<file path="src/rtl/store_unit_pkg.sv">
// Shared alucodes, hardware-counter address and store formatting helpers.
package store_unit_pkg;

    // Load and store alucodes as decoded in stage D
    localparam logic [5:0] ALU_LB  = 6'd16;
    localparam logic [5:0] ALU_LH  = 6'd17;
    localparam logic [5:0] ALU_LW  = 6'd18;
    localparam logic [5:0] ALU_LBU = 6'd19;
    localparam logic [5:0] ALU_LHU = 6'd20;
    localparam logic [5:0] ALU_SB  = 6'd21;
    localparam logic [5:0] ALU_SH  = 6'd22;
    localparam logic [5:0] ALU_SW  = 6'd23;

    localparam logic [31:0] HW_ADDR_DEFAULT = 32'h0000_FF00;

    // Store-buffer entry: {word_addr[29:0], wdata[31:0], wstrb[3:0], is_hw}
    localparam int unsigned WADDR_W = 30;
    localparam int unsigned ENTRY_W = WADDR_W + 32 + 4 + 1;

    function automatic logic is_store(input logic [5:0] code);
        return (code == ALU_SB) || (code == ALU_SH) || (code == ALU_SW);
    endfunction

    function automatic logic is_misaligned(input logic [5:0] code, input logic [1:0] off);
        return ((code == ALU_SH) && off[0]) || ((code == ALU_SW) && (off != 2'b00));
    endfunction

    // Replicate the stored lanes so the strobe alone selects the target bytes
    function automatic logic [31:0] fmt_data(input logic [5:0] code, input logic [31:0] d);
        logic [31:0] r;
        case (code)
            ALU_SB:  r = {4{d[7:0]}};
            ALU_SH:  r = {2{d[15:0]}};
            default: r = d;
        endcase
        return r;
    endfunction

    function automatic logic [3:0] fmt_strb(input logic [5:0] code, input logic [1:0] off);
        logic [3:0] r;
        case (code)
            ALU_SB:  r = 4'b0001 << off;
            ALU_SH:  r = 4'b0011 << off;
            default: r = 4'b1111;
        endcase
        return r;
    endfunction

endpackage

</file>
<file path="src/rtl/store_unit_if.sv">
// Store-side bus of stage M: store request, load hazard probe, memory write and counter write.
interface store_unit_if;
    logic        st_valid;
    logic [5:0]  st_alucode;
    logic [31:0] st_addr;
    logic [31:0] st_data;
    logic        st_ready;
    logic        misalign_err;
    logic        ld_check_valid;
    logic [31:0] ld_check_addr;
    logic        ld_hazard;
    logic        mem_wvalid;
    logic [31:0] mem_waddr;
    logic [31:0] mem_wdata;
    logic [3:0]  mem_wstrb;
    logic        mem_wready;
    logic        hc_IN_valid;
    logic [31:0] hc_IN_data;
    logic        buf_empty;

    // Pipeline / memory side
    modport master (
        output st_valid, st_alucode, st_addr, st_data, ld_check_valid, ld_check_addr, mem_wready,
        input  st_ready, misalign_err, ld_hazard, mem_wvalid, mem_waddr, mem_wdata, mem_wstrb,
               hc_IN_valid, hc_IN_data, buf_empty
    );

    // Store unit side
    modport slave (
        input  st_valid, st_alucode, st_addr, st_data, ld_check_valid, ld_check_addr, mem_wready,
        output st_ready, misalign_err, ld_hazard, mem_wvalid, mem_waddr, mem_wdata, mem_wstrb,
               hc_IN_valid, hc_IN_data, buf_empty
    );
endinterface

</file>
<file path="src/rtl/store_fifo.sv">
// Generic DEPTH x WIDTH synchronous FIFO exposing per-entry valids and a key field
// (the top KEY_W bits of each entry) for associative lookups.
module store_fifo #(
    parameter int unsigned DEPTH = 4,
    parameter int unsigned WIDTH = 8,
    parameter int unsigned KEY_W = 4
) (
    input  logic                        clk,
    input  logic                        rst_n,
    input  logic                        push,
    input  logic [WIDTH-1:0]            push_data,
    input  logic                        pop,
    output logic [WIDTH-1:0]            head_data,
    output logic                        empty,
    output logic                        full,
    output logic [DEPTH-1:0]            entry_valid,
    output logic [DEPTH-1:0][KEY_W-1:0] entry_key
);
    localparam int unsigned PTR_W = $clog2(DEPTH);
    localparam logic [PTR_W-1:0] PTR_ONE = 1;
    localparam logic [PTR_W:0]   CNT_ONE = 1;
    localparam logic [PTR_W:0]   CNT_MAX = (PTR_W + 1)'(DEPTH);

    logic [PTR_W-1:0]             rd_ptr_q, wr_ptr_q;
    logic [PTR_W:0]               count_q, count_d;
    logic [DEPTH-1:0][WIDTH-1:0]  mem_q;
    logic                         do_push, do_pop;
    logic [PTR_W-1:0]             off;

    assign empty     = (count_q == '0);
    assign full      = (count_q == CNT_MAX);
    assign do_push   = push & ~full;
    assign do_pop    = pop & ~empty;
    assign head_data = mem_q[rd_ptr_q];

    // Occupancy update; simultaneous push and pop leaves it unchanged
    always_comb begin
        count_d = count_q;
        if (do_push && !do_pop) begin
            count_d = count_q + CNT_ONE;
        end else if (!do_push && do_pop) begin
            count_d = count_q - CNT_ONE;
        end
    end

    // Pointer and count state; reset discards every entry
    always_ff @(posedge clk or negedge rst_n) begin
        if (!rst_n) begin
            rd_ptr_q <= '0;
            wr_ptr_q <= '0;
            count_q  <= '0;
        end else begin
            count_q <= count_d;
            if (do_push) wr_ptr_q <= wr_ptr_q + PTR_ONE;
            if (do_pop)  rd_ptr_q <= rd_ptr_q + PTR_ONE;
        end
    end

    // Entry storage; contents are meaningless unless flagged valid
    always_ff @(posedge clk) begin
        if (do_push) mem_q[wr_ptr_q] <= push_data;
    end

    // An entry is live when its distance from the read pointer is below the count
    always_comb begin
        off = '0;
        for (int i = 0; i < int'(DEPTH); i++) begin
            off            = PTR_W'(i) - rd_ptr_q;
            entry_valid[i] = ({1'b0, off} < count_q);
            entry_key[i]   = mem_q[i][WIDTH-1 -: KEY_W];
        end
    end

endmodule

</file>
<file path="src/rtl/store_unit.sv">
// Stage-M store unit: formats SB/SH/SW, buffers them, drains in order to data memory or to
// the hardware counter, and flags loads that hit a word with a pending store.
module store_unit
    import store_unit_pkg::*;
#(
    parameter int unsigned DEPTH   = 4,
    parameter logic [31:0] HW_ADDR = HW_ADDR_DEFAULT
) (
    input  logic           clk,
    input  logic           rst_n,
    store_unit_if.slave    bus
);
    logic                            accept, misaligned, push, pop;
    logic                            fifo_empty, fifo_full, misalign_q, st_is_hw;
    logic [ENTRY_W-1:0]              push_entry, head;
    logic [DEPTH-1:0]                entry_valid;
    logic [DEPTH-1:0][WADDR_W-1:0]   entry_waddr;
    logic [WADDR_W-1:0]              head_waddr;
    logic [31:0]                     head_wdata;
    logic [3:0]                      head_wstrb;
    logic                            head_is_hw;
    logic                            mem_wvalid, hc_valid, hazard;
    logic [31:0]                     mem_waddr, mem_wdata, hc_data;
    logic [3:0]                      mem_wstrb;

    assign accept     = bus.st_valid & ~fifo_full & is_store(bus.st_alucode);
    assign misaligned = is_misaligned(bus.st_alucode, bus.st_addr[1:0]);
    assign push       = accept & ~misaligned;
    // Only a full-word store claims the counter; narrower stores there go to memory
    assign st_is_hw   = (bus.st_alucode == ALU_SW) && ({bus.st_addr[31:2], 2'b00} == HW_ADDR);
    assign push_entry = {bus.st_addr[31:2],
                         fmt_data(bus.st_alucode, bus.st_data),
                         fmt_strb(bus.st_alucode, bus.st_addr[1:0]),
                         st_is_hw};
    assign {head_waddr, head_wdata, head_wstrb, head_is_hw} = head;

    store_fifo #(
        .DEPTH (DEPTH),
        .WIDTH (ENTRY_W),
        .KEY_W (WADDR_W)
    ) u_fifo (
        .clk         (clk),
        .rst_n       (rst_n),
        .push        (push),
        .push_data   (push_entry),
        .pop         (pop),
        .head_data   (head),
        .empty       (fifo_empty),
        .full        (fifo_full),
        .entry_valid (entry_valid),
        .entry_key   (entry_waddr)
    );

    // Misalignment pulse for the cycle after a dropped store
    always_ff @(posedge clk or negedge rst_n) begin
        if (!rst_n) misalign_q <= 1'b0;
        else        misalign_q <= accept & misaligned;
    end

    // Drain the head: counter writes pop immediately, memory writes wait for wready
    always_comb begin
        mem_wvalid = 1'b0;
        mem_waddr  = '0;
        mem_wdata  = '0;
        mem_wstrb  = '0;
        hc_valid   = 1'b0;
        hc_data    = '0;
        if (!fifo_empty) begin
            if (head_is_hw) begin
                hc_valid = 1'b1;
                hc_data  = head_wdata;
            end else begin
                mem_wvalid = 1'b1;
                mem_waddr  = {head_waddr, 2'b00};
                mem_wdata  = head_wdata;
                mem_wstrb  = head_wstrb;
            end
        end
        pop = hc_valid | (mem_wvalid & bus.mem_wready);
    end

    // Word-granular load hazard against every live entry, ignoring strobes
    always_comb begin
        hazard = 1'b0;
        for (int i = 0; i < int'(DEPTH); i++) begin
            if (entry_valid[i] &&
                ((({entry_waddr[i], 2'b00} ^ bus.ld_check_addr) & 32'hFFFF_FFFC) == '0)) begin
                hazard = 1'b1;
            end
        end
    end

    assign bus.ld_hazard    = bus.ld_check_valid & hazard;
    assign bus.st_ready     = ~fifo_full;
    assign bus.buf_empty    = fifo_empty;
    assign bus.misalign_err = misalign_q;
    assign bus.mem_wvalid   = mem_wvalid;
    assign bus.mem_waddr    = mem_waddr;
    assign bus.mem_wdata    = mem_wdata;
    assign bus.mem_wstrb    = mem_wstrb;
    assign bus.hc_IN_valid  = hc_valid;
    assign bus.hc_IN_data   = hc_data;

endmodule

</file>
<file path="src/flat_wrapper.sv">
// flat-port wrapper written by rule: the top's interface ports become plain ports
module store_unit_flat import store_unit_pkg::*;
#(
    parameter int unsigned DEPTH   = 4,
    parameter logic [31:0] HW_ADDR = HW_ADDR_DEFAULT
)
  (clk, rst_n, bus_st_valid, bus_st_alucode, bus_st_addr, bus_st_data, bus_ld_check_valid, bus_ld_check_addr, bus_mem_wready, bus_st_ready, bus_misalign_err, bus_ld_hazard, bus_mem_wvalid, bus_mem_waddr, bus_mem_wdata, bus_mem_wstrb, bus_hc_IN_valid, bus_hc_IN_data, bus_buf_empty);
  store_unit_if bus_i ();
  input  logic clk;
  input  logic rst_n;
  input wire logic [$bits(bus_i.st_valid)-1:0] bus_st_valid;
  input wire logic [$bits(bus_i.st_alucode)-1:0] bus_st_alucode;
  input wire logic [$bits(bus_i.st_addr)-1:0] bus_st_addr;
  input wire logic [$bits(bus_i.st_data)-1:0] bus_st_data;
  input wire logic [$bits(bus_i.ld_check_valid)-1:0] bus_ld_check_valid;
  input wire logic [$bits(bus_i.ld_check_addr)-1:0] bus_ld_check_addr;
  input wire logic [$bits(bus_i.mem_wready)-1:0] bus_mem_wready;
  output wire logic [$bits(bus_i.st_ready)-1:0] bus_st_ready;
  output wire logic [$bits(bus_i.misalign_err)-1:0] bus_misalign_err;
  output wire logic [$bits(bus_i.ld_hazard)-1:0] bus_ld_hazard;
  output wire logic [$bits(bus_i.mem_wvalid)-1:0] bus_mem_wvalid;
  output wire logic [$bits(bus_i.mem_waddr)-1:0] bus_mem_waddr;
  output wire logic [$bits(bus_i.mem_wdata)-1:0] bus_mem_wdata;
  output wire logic [$bits(bus_i.mem_wstrb)-1:0] bus_mem_wstrb;
  output wire logic [$bits(bus_i.hc_IN_valid)-1:0] bus_hc_IN_valid;
  output wire logic [$bits(bus_i.hc_IN_data)-1:0] bus_hc_IN_data;
  output wire logic [$bits(bus_i.buf_empty)-1:0] bus_buf_empty;
  assign bus_i.st_valid = bus_st_valid;
  assign bus_i.st_alucode = bus_st_alucode;
  assign bus_i.st_addr = bus_st_addr;
  assign bus_i.st_data = bus_st_data;
  assign bus_i.ld_check_valid = bus_ld_check_valid;
  assign bus_i.ld_check_addr = bus_ld_check_addr;
  assign bus_i.mem_wready = bus_mem_wready;
  assign bus_st_ready = bus_i.st_ready;
  assign bus_misalign_err = bus_i.misalign_err;
  assign bus_ld_hazard = bus_i.ld_hazard;
  assign bus_mem_wvalid = bus_i.mem_wvalid;
  assign bus_mem_waddr = bus_i.mem_waddr;
  assign bus_mem_wdata = bus_i.mem_wdata;
  assign bus_mem_wstrb = bus_i.mem_wstrb;
  assign bus_hc_IN_valid = bus_i.hc_IN_valid;
  assign bus_hc_IN_data = bus_i.hc_IN_data;
  assign bus_buf_empty = bus_i.buf_empty;
  store_unit #(.DEPTH(DEPTH), .HW_ADDR(HW_ADDR)) u_core (.clk(clk), .rst_n(rst_n), .bus(bus_i));
endmodule
</file>
<file path="config.mk">
export PLATFORM = sky130hd
export DESIGN_NAME = store_unit_flat
export DESIGN_NICKNAME = d
export VERILOG_FILES = /design/src/rtl/store_unit_pkg.sv /design/src/rtl/store_unit_if.sv /design/src/rtl/store_fifo.sv /design/src/rtl/store_unit.sv /design/src/flat_wrapper.sv
export SDC_FILE = /design/constraint.sdc
export NUM_CORES = 1
export LEC_CHECK = 0
export CORE_MARGIN = 3
export CORE_UTILIZATION = 40
export CTS_CLUSTER_SIZE = 12
export DETAILED_ROUTE_END_ITERATION = 6
export GPL_TIMING_DRIVEN = 0
export PLACE_DENSITY = 0.67
export SETUP_SLACK_MARGIN = 0.15
export SLEW_MARGIN = 20
export SYNTH_ARGS = -nofsm -noshare
export SYNTH_HDL_FRONTEND = slang
export SYNTH_HIERARCHICAL = 1
export SYNTH_SLANG_ARGS = --single-unit
</file>
<file path="constraint.sdc">
create_clock -name clk -period 5.95 [get_ports clk]
set_input_delay 1.785 -clock clk [delete_from_list [all_inputs] [get_ports clk]]
set_output_delay 1.785 -clock clk [all_outputs]
set_load 0.02 [all_outputs]
</file>
==> results.md <==
* Status: completed
* Tmin final at around 5.8 ns
* GP Congestion at around 0.91
* Die area at between 0.03 and 0.04 mm2
* Hold Vio Cnt, Final at 0
* Total GRT Usage at roughly a fifth
* Worst-path clk slew at 0.06 ns
* Slew Viols, Final at 0
* Async S/R FF share, synth at 2.90%
* Antenna-violating nets left at 0
* Top FF cell, synth: edfxtp_1
* Syn Area/Cell at 15.6 um2
* Setup Crit Path Kind: input pin to output port
* Area leader, netlist: edfxtp_1
* MaxCap Viol Count at 0
* Worst setup startpoint: bus_ld_check_addr[17]
* Initial Util at 40.8%
* Final core utilization at 51.6%
* Drt drc at 0
* Yosys cell types at between 40 and 50
* Vias in the first global route at 8275
* Total Routed Length at 36.4 mm
* Placed inst area at 0.0165 mm2
* Total power at 6.94 mW
* CTS Hold Buffers Added at 0
* Crit path DAT at around 4 ns
* Final Instance Area at about 0.017 mm2
* Syn Inst Count at 884
* TritonCTS clock tree: done
* F_max at 173 MHz
* Fin crit share at a little over nine tenths
* First-pass GRT wire length at between 50 and 60 mm
* Measured slew at the worst slew-check pin at 0.718 ns
* PwrDens at 399 mW/mm2
* EDFF count, synth at 268
* WHS Endpoint: u_core/u_fifo/count_q[2]
* Largest net degree at the start of global routing at 39
* RSZ-0062 raised after global routing: no
* Total grt overflow at 0
* Static leakage at just under 6 nW
* HP Class: flop to flop
* R2R Setup Slk at 3.08 ns
* Hold Path Origin: u_core/u_fifo/count_q[2]
* Setup TNS at 0 ns
* Final Skew at 0.0142 ns
* Synth top cells by count: edfxtp_1 (268), buf_4 (124), and2_1 (102)
* Clock latency on the worst-skew pair at 0.55 ns
* Synth top area cells: edfxtp_1 (58%), mux4_2 (11%), buf_4 (6.8%)
* Initial DRC Count at 507
* Die Wd at roughly 190 um
* Crit-path max FO at 4
* CTS Buf Count at 29
* Ant. Diodes at 0
* Post-synth top area share at 58.5%
* Placed Cells at 1539
* CP startpoint kind: input pin
* I/O pin count at 213
* # rows at between 60 and 70
* Worst Slack Setup Final at ~0.18 ns
* Pre-CTS setup slack at -0.249 ns
* WL/cell at 22.9 um
* Die H at between 150 and 200 um
* Initial antenna violation count at 2
* Max-slew headroom at between 50% and 60%
* Hold slack at 0.577 ns
* H-tree depth at 1
* Syn. warnings at 6
* R2R Path Start: u_core/u_fifo/rd_ptr_q[1]
* Vias per cell at 5.07
* DR vias at 8050
* Drt first pass iters at 5
* Synthesis-to-layout area growth at 26.4%
* Clock Sinks at about 280
* Non-Filler Instances at between 1500 and 2000
* Worst Hold Depth at 1
* Top-count cell post-synth: edfxtp_1
* Worst R2R Path Depth at 12
* R2R Path End: u_core/u_fifo/count_q[2]
* PortBufs at roughly 200
* Setup Buffers After CTS at 0
* Post-Syn Area at between 0.01 and 0.015 mm2
* Post-DP HPWL at 26.5 mm
* Placeable core region at around 0.034 mm2
* Required time at the worst-slack endpoint at 4.16 ns
* Fraction of layout cells with a size suffix above 1 at 25.4%
* Root Buffer: clkbuf_16
* Final setup vio count at 0
* CTS max path bufs at 3
* Final net count at 1239
* CP Capture Type: output port
* Post-synthesis sequential area ratio at approximately three fifths
* Peak supply drop at 350 uV
* Synthesized flop and latch total at 276
## worst max-delay path by stage
stage / slack [ns] / endpoint / depth (start not counted)
2_1_floorplan: 0.99 / u_core/u_fifo/entry_key[0] / 9
3_3_place_gp: -1.19 / u_core/u_fifo/mem_q[7] / 9
3_5_place_dp: -0.25 / bus_ld_hazard / 7
4_1_cts: 0.17 / bus_ld_hazard / 7
5_1_grt: 0.15 / bus_ld_hazard / 7
6_report: 0.18 / bus_ld_hazard / 7
## kinds of logic (layout without fill, tap and decap cells)
| logic type | count (synthesis) | count (layout) | synth area share, % |
|---|---|---|---|
| xor gates and xnor gates | 127 | 127 | 8.08 |
| DFF | 276 | 276 | 59.9 |
| other | 1 | 2 | 0.0272 |
| AOI/OAI and AO/OA | 27 | 27 | 1.35 |
| and+or+nand+nor | 182 | 182 | 8.33 |
| muxes | 86 | 86 | 12.5 |
| adders and majority gates | 10 | 10 | 0.964 |
| buffers and inverters | 175 | 430 | 8.79 |
## cell type report
class                      count  area, um2
buffer                       159       1160
clock buffer                  39        763
clock inverter                10        100
fill                        2825      16300
inverter                      16       60.1
multi-input combinational    434       4380
sequential                   276       8250
tap                          448        561
timing repair buffer         206       2130
## worst max-delay path, cell delays in order
cell and delay [ns]:
clkdlybuf4s50_1 0.52, xnor2_1 0.32, nand4_1 0.26, nor4_1 0.33, nand4_1 0.13, a41oi_1 0.25
dlygate4sd2_1 0.38
## per-layer routing
metal / wire (um) / track usage [%]
met5: 20 / 0
met4: 960 / 5.05
met3: 3150 / 4.44
met2: 17500 / 32.8
met1: 14800 / 26.7
## cell usage in the layout (no fill, tap or decap), types with 4 or more instances in the layout
master           Yosys  final
clkdlybuf4s50_1      0    200
dfrtp_1              8      8
buf_2               10     11
buf_4              124    124
nand4_1             26     26
xnor2_1             81     75
nand2_1              5      5
and2_1             102     98
edfxtp_1           268    268
xnor2_2              0      6
clkbuf_16            0     29
inv_1               16     16
mux2_2               8      8
a21oi_1              5      5
xor2_1              46     46
clkbuf_1            15     21
nor3_1               5      5
nor2_1               7      7
mux4_2              67     67
o21ai_2              6      6
and2_4               0      4
clkinv_2             0      4
ha_1                 9      9
buf_6               10     10
a22oi_1              8      8
mux2_1               9      9
nor4_1              19     17
## sequential cells by signal (all words and copies together) (netlist names)
name,cells
u_core/u_fifo/mem_q,148
u_core/u_fifo/entry_key,120
u_core/u_fifo/count_q,3
u_core/u_fifo/rd_ptr_q,2
u_core/u_fifo/wr_ptr_q,2
u_core/bus.misalign_err,1
## where the power goes
part	internal (mW)	leakage (nW)	switching [mW]	total, mW
registers	2.17	2.50	0.0326	2.20
clock network	0.976	0.422	0.710	1.69
logic	1.47	3.03	1.58	3.05
## repair_timing
action,4_1_cts,5_1_grt
pin swaps,0,0
gates resized for setup,11,6
hold endpoints to repair,0,0
endpoints found under the setup margin,44,2
Power figures use the tool's default switching activity.
